**src/rtl/ps2_mouse_tracker.sv**
```systemverilog
// PS/2 mouse receiver: frame decode, 3-byte packet assembly, clamped cursor tracking.
// Optional watchdog on stalled frames/packets enabled by defining PS2_MOUSE_WATCHDOG_EN.
module ps2_mouse_tracker #(
  parameter int unsigned POS_W          = 10,
  parameter int unsigned X_MAX          = 159,
  parameter int unsigned Y_MAX          = 119,
  parameter int unsigned X_INIT         = 80,
  parameter int unsigned Y_INIT         = 60,
  parameter int unsigned SYNC_STAGES    = 2,
  parameter int unsigned Y_INVERT       = 1,
  parameter int unsigned TIMEOUT_CYCLES = 50000
) (
  input  logic             clk,
  input  logic             reset,
  input  logic             ps2_clk,
  input  logic             ps2_data,
  output logic [POS_W-1:0] mouse_x,
  output logic [POS_W-1:0] mouse_y,
  output logic             left_button,
  output logic             right_button,
  output logic             middle_button,
  output logic [8:0]       dx,
  output logic [8:0]       dy,
  output logic             packet_valid,
  output logic             frame_error
);

  if (SYNC_STAGES < 2 || TIMEOUT_CYCLES == 0) begin : g_param_check
    $error("ps2_mouse_tracker: SYNC_STAGES must be >= 2 and TIMEOUT_CYCLES > 0");
  end

  typedef enum logic [1:0] {S_IDLE, S_DATA, S_PARITY, S_STOP} state_t;
  typedef logic signed [POS_W+1:0] pos_t;

  localparam pos_t X_MAX_S = pos_t'(X_MAX);
  localparam pos_t Y_MAX_S = pos_t'(Y_MAX);

  state_t state, state_next;

  logic [SYNC_STAGES-1:0] clk_sync, data_sync;
  logic       clk_prev, sample, bit_in, timeout;
  logic [2:0] bit_cnt;
  logic [7:0] shift_reg;
  logic       parity_bit;
  logic       start_en, shift_en, parity_en, byte_ok, byte_bad;
  logic [1:0] idx;
  logic [2:0] stat_btn;
  logic       stat_xs, stat_ys, stat_xo, stat_yo;
  logic [7:0] x_byte;
  logic signed [8:0] dx_new, dy_new;
  pos_t nx, ny;
  logic [POS_W-1:0] x_clamped, y_clamped;

  // Sync flops idle high so reset never looks like a falling PS/2 clock.
  always_ff @(posedge clk) begin
    if (reset) begin
      clk_sync  <= '1;
      data_sync <= '1;
      clk_prev  <= 1'b1;
    end else begin
      clk_sync  <= {clk_sync[SYNC_STAGES-2:0], ps2_clk};
      data_sync <= {data_sync[SYNC_STAGES-2:0], ps2_data};
      clk_prev  <= clk_sync[SYNC_STAGES-1];
    end
  end

  assign sample = clk_prev & ~clk_sync[SYNC_STAGES-1];
  assign bit_in = data_sync[SYNC_STAGES-1];

`ifdef PS2_MOUSE_WATCHDOG_EN
  localparam int unsigned WD_W = $clog2(TIMEOUT_CYCLES + 1);
  logic [WD_W-1:0] wd_cnt;
  logic            wd_active;

  assign wd_active = (state != S_IDLE) || (idx != 2'd0);
  assign timeout   = !sample && wd_active && (wd_cnt == WD_W'(TIMEOUT_CYCLES - 1));

  always_ff @(posedge clk) begin
    if (reset || sample || timeout || !wd_active) wd_cnt <= '0;
    else                                          wd_cnt <= wd_cnt + 1'b1;
  end
`else
  assign timeout = 1'b0;
`endif

  always_ff @(posedge clk) begin
    if (reset) state <= S_IDLE;
    else       state <= state_next;
  end

  always_comb begin
    state_next = state;
    if (timeout) begin
      state_next = S_IDLE;
    end else if (sample) begin
      case (state)
        S_IDLE:   if (!bit_in) state_next = S_DATA;
        S_DATA:   if (bit_cnt == 3'd7) state_next = S_PARITY;
        S_PARITY: state_next = S_STOP;
        default:  state_next = S_IDLE;
      endcase
    end
  end

  always_comb begin
    start_en  = sample && (state == S_IDLE) && !bit_in;
    shift_en  = sample && (state == S_DATA);
    parity_en = sample && (state == S_PARITY);
    byte_ok   = sample && (state == S_STOP) && bit_in && (^{shift_reg, parity_bit});
    byte_bad  = sample && (state == S_STOP) && !(bit_in && (^{shift_reg, parity_bit}));
  end

  always_ff @(posedge clk) begin
    if (reset) begin
      bit_cnt    <= '0;
      shift_reg  <= '0;
      parity_bit <= 1'b0;
    end else begin
      if (start_en)       bit_cnt <= '0;
      else if (shift_en)  bit_cnt <= bit_cnt + 1'b1;
      if (shift_en)       shift_reg <= {bit_in, shift_reg[7:1]};
      if (parity_en)      parity_bit <= bit_in;
    end
  end

  // The Y byte is still in shift_reg when the packet completes, so deltas are built from it directly.
  always_comb begin
    dx_new = stat_xo ? '0 : {stat_xs, x_byte};
    dy_new = stat_yo ? '0 : {stat_ys, shift_reg};
    nx = pos_t'({2'b00, mouse_x}) + pos_t'(dx_new);
    if (Y_INVERT != 0) ny = pos_t'({2'b00, mouse_y}) - pos_t'(dy_new);
    else               ny = pos_t'({2'b00, mouse_y}) + pos_t'(dy_new);
    if (nx < 0)             x_clamped = '0;
    else if (nx > X_MAX_S)  x_clamped = POS_W'(X_MAX);
    else                    x_clamped = nx[POS_W-1:0];
    if (ny < 0)             y_clamped = '0;
    else if (ny > Y_MAX_S)  y_clamped = POS_W'(Y_MAX);
    else                    y_clamped = ny[POS_W-1:0];
  end

  always_ff @(posedge clk) begin
    if (reset) begin
      idx           <= 2'd0;
      stat_btn      <= '0;
      {stat_xs, stat_ys, stat_xo, stat_yo} <= '0;
      x_byte        <= '0;
      mouse_x       <= POS_W'(X_INIT);
      mouse_y       <= POS_W'(Y_INIT);
      left_button   <= 1'b0;
      right_button  <= 1'b0;
      middle_button <= 1'b0;
      dx            <= '0;
      dy            <= '0;
      packet_valid  <= 1'b0;
      frame_error   <= 1'b0;
    end else begin
      packet_valid <= 1'b0;
      frame_error  <= 1'b0;
      if (timeout || byte_bad) begin
        idx         <= 2'd0;
        frame_error <= 1'b1;
      end else if (byte_ok) begin
        case (idx)
          2'd0: if (shift_reg[3]) begin
            stat_btn <= shift_reg[2:0];
            stat_xs  <= shift_reg[4];
            stat_ys  <= shift_reg[5];
            stat_xo  <= shift_reg[6];
            stat_yo  <= shift_reg[7];
            idx      <= 2'd1;
          end
          2'd1: begin
            x_byte <= shift_reg;
            idx    <= 2'd2;
          end
          default: begin
            idx           <= 2'd0;
            mouse_x       <= x_clamped;
            mouse_y       <= y_clamped;
            left_button   <= stat_btn[0];
            right_button  <= stat_btn[1];
            middle_button <= stat_btn[2];
            dx            <= dx_new;
            dy            <= dy_new;
            packet_valid  <= 1'b1;
          end
        endcase
      end
    end
  end

endmodule

```
**config.mk**
```make
export PLATFORM = sky130hd
export DESIGN_NAME = ps2_mouse_tracker
export DESIGN_NICKNAME = d
export VERILOG_FILES = /design/src/rtl/ps2_mouse_tracker.sv
export SDC_FILE = /design/constraint.sdc
export NUM_CORES = 1
export LEC_CHECK = 0
export BUFFER_PORTS_ARGS = -buffer_cell sky130_fd_sc_hd__buf_4
export CAP_MARGIN = 20
export CORE_MARGIN = 1
export CORE_UTILIZATION = 59
export DETAILED_ROUTE_END_ITERATION = 8
export PLACE_DENSITY = 0.9
export SYNTH_ARGS = -nofsm -noshare
export SYNTH_HDL_FRONTEND = slang
export SYNTH_SLANG_ARGS = --single-unit
```
**constraint.sdc**
```tcl
create_clock -name clk -period 3.3 [get_ports clk]
set_input_delay 0.165 -clock clk [delete_from_list [all_inputs] [get_ports clk]]
set_output_delay 0.165 -clock clk [all_outputs]
set_load 0.01 [all_outputs]
```
==> run summary <==
Number of global-route vias before repair: 3,596
Iter 0 DRT Violations: 309
Peak supply drop: 0.0002964 V
Setup Viol. Count Final: 0
Hold worst-path end: x_byte[6]
TritonCTS Buffers: 9
Layout area overhead: 15.05%
Worst Path Required: 3560 ps
Slew margin rel.: 61.28%
WP buf/inv: 1
Critical R2R Capture: mouse_x[3]
Cell taking the most area after synthesis: dfxtp_1
Async set or reset register ratio after synthesis: 0%
RSZ-0062 raised after global routing: false
Sequential fraction of the synthesis area: 37.68%
Mapped Cells: 493
Hold_sp: reset
Arrival time worst endpoint: 3350 ps
Clock sink total: 79
Die Width: 86.35 um
I/O pins: 47
Maximum clock insertion buffer count: 2
Via total after detailed routing: 3,811
Number of remaining DRC errors: 0
Mapped Avg Cell Area: 8.515 um^2
Worst-path cell chain: nand2b_1 -> inv_1 -> ha_1 -> a211oi_1 -> o211ai_1 -> a211oi_2 -> xor2_1 -> o22ai_1 -> a31oi_1 -> nor2_4 -> a221oi_1
Synth Flop Type: dfxtp_1
Initial antenna violation count: 0
Top post-synthesis cells by area: dfxtp_1, ha_1, a21oi_1, nand2_1, mux2i_1
Tot GR Track Use: 27.52%
Number of flops mapped to enable cells by yosys: 0
Share of cells above drive strength 1: 15.47%
Reg-to-reg slack, setup: 210 ps
CTS tree: done
Worst Setup End Kind: flip-flop
Final ANT Viol Nets: 0
Avg WL per Cell: 15.18 um
Final setup TNS: 0 ps
Net Count, Synth: 529
Period Utilization, post-route: 93.62%
Min-Delay Path Depth: 2
Starting Density: 61.45%
R2R cell count: 11
CTS H-tree lvls: 3
Synthesized flop and latch total: 79
Num rows: 30
Regs by FF count: mouse_x (10), mouse_y (10)
Max Fclk: 323.7 MHz
Critical R2R Launch: stat_xo
Final wirelength: 9703 um
Port buffer count: 46
Clock Latency Late Sink: 360 ps
Hold Vio Cnt, Final: 0
Detailed Routing Iterations Pass 1: 5
Final setup skew: 5.811 ps
Pwr Density: 350.3 mW/mm^2
Critical path's largest stage delay: 490 ps
Yosys top cell area share: 37.68%
Leak: 2.006 nW
Crit Path Category: flip-flop to flip-flop
Worst-path fanout max: 10
Antenna Cells: 0
DP HPWL: 6977 um
Largest net degree at the start of global routing: 44
Worst-margin pin slew: 575.7 ps
Mapped Area: 0.004198 mm^2
GPL Wtd Cong: 0.9428
Avg Vias per Cell: 5.964
First-pass GRT wire length: 16,130 um
GRT overflow: 0
Synth Warn #: 0
Max-slew violations: 0
Root Buffer: clkbuf_8
Max-cap violations: 0
Top Family by Delay on Critical Path: compound AO/OA/AOI/OAI gates
Die area: 0.007456 mm^2
Core Footprint: 0.006832 mm^2
Yosys cell types: 58
Crit path launch type: flip-flop
Layout Nets: 574
Status: finished, final reports clean
Min-Delay Path Class: primary input to flip-flop
Minimum clock period: 3089 ps
Slowest cell on crit path: dfxtp_1
Die H: 86.35 um
Final Util: 70.70%
Clk slew on worst S/H paths: 80 ps
[power by group]
group,internal (mW),switching (mW)
Clock,0.350,0.357
Combinational,0.00848,0.0197
Sequential,0.955,0.00131
[per-layer routing]
layer,vias up,wire (um),track usage (%)
li1,1810,-,-
met1,1777,4130,34.97
met2,178,4570,44.37
met3,46,647,4.857
met4,0,355,15.30
met5,-,0,0
[cell families (layout without fill, tap and decap cells)]
kind of cell	Yosys count	in the layout	share of synthesized area, %
mux	16	16	3.815
buf+inv	38	88	3.875
fa+ha+maj	32	32	9.896
flops	79	79	37.68
compound gates	128	128	19.40
xor+xnor	18	18	4.083
simple gates	182	182	21.25
[layout by cell type (no fill, tap or decap), types with 8 or more instances in the layout]
master / count
inv_1: 19
nor2_1: 37
nand2_1: 73
nand2b_1: 22
nor2b_1: 10
ha_1: 30
dfxtp_1: 79
clkbuf_8: 9
o21ai_0: 12
a21oi_1: 61
xnor2_1: 13
mux2i_1: 16
nor3_1: 11
buf_4: 51
a21o_1: 8
[how the worst max path moves through the flow]
stage,slack (ps),startpoint,cells after the start,end
floorplan,620,stat_xo,12,mouse_x[6]
global placement,430,shift_reg[0],11,mouse_y[1]
detailed placement,280,stat_xo,11,mouse_x[3]
CTS,250,shift_reg[0],11,mouse_y[1]
global route,3,stat_xo,12,mouse_x[3]
finish,210,stat_xo,11,mouse_x[3]
[layout make-up]
cell class	count	area [um^2]
repair buffers	53	402.9
fillers	518	2002
clock inverters	5	58.81
multi-input cells	376	2464
inverters	19	71.32
flip-flops and latches	79	1582
well taps	96	120.1
clock buffers	11	131.4
[through the flow]
| step | cell area (um^2) | instances | setup WS [ps] | power (mW) | hold WS, ps |
|---|---|---|---|---|---|
| 4_1_cts | 4820 | 639 | 249.2 | 1.697 | 224.6 |
| 3_3_place_gp | 4609 | 621 | 431.4 | 1.005 | 349.1 |
| 3_5_place_dp | 4609 | 621 | 279.1 | 1.005 | 356.9 |
| 6_report | 4830 | 639 | 210.5 | 1.692 | 232.6 |
| 2_1_floorplan | 4198 | 493 | 622.7 | 0.9978 | 268.8 |
| 5_1_grt | 4830 | 639 | 3.452 | 1.746 | 250.6 |
[timing repair]
item                                   CTS  global route
gates resized for setup                  0             2
setup buffers                            0             0
hold buffers                             2             0
endpoints found under the hold margin    2             0
setup endpoints to repair                0             8
[cell usage after synthesis (2+ instances only)]
cell,number
dfxtp_1,79
nand2_1,73
a21oi_1,61
nor2_1,37
ha_1,30
nand2b_1,22
inv_1,19
mux2i_1,16
xnor2_1,13
o21ai_0,12
clkbuf_1,11
nor3_1,11
nor2b_1,10
a21o_1,8
a211oi_1,7
or2_2,5
a31oi_1,4
and3_1,4
buf_2,4
nand3_1,4
o211ai_1,4
xor2_1,4
a211o_1,3
a221oi_1,3
a32oi_1,3
and2_1,3
o21bai_1,3
buf_1,2
buf_6,2
fa_1,2
nand4_1,2
nor2_4,2
nor3_4,2
o21ai_1,2
o311a_1,2
or3_1,2
Power figures use the tool's default switching activity.
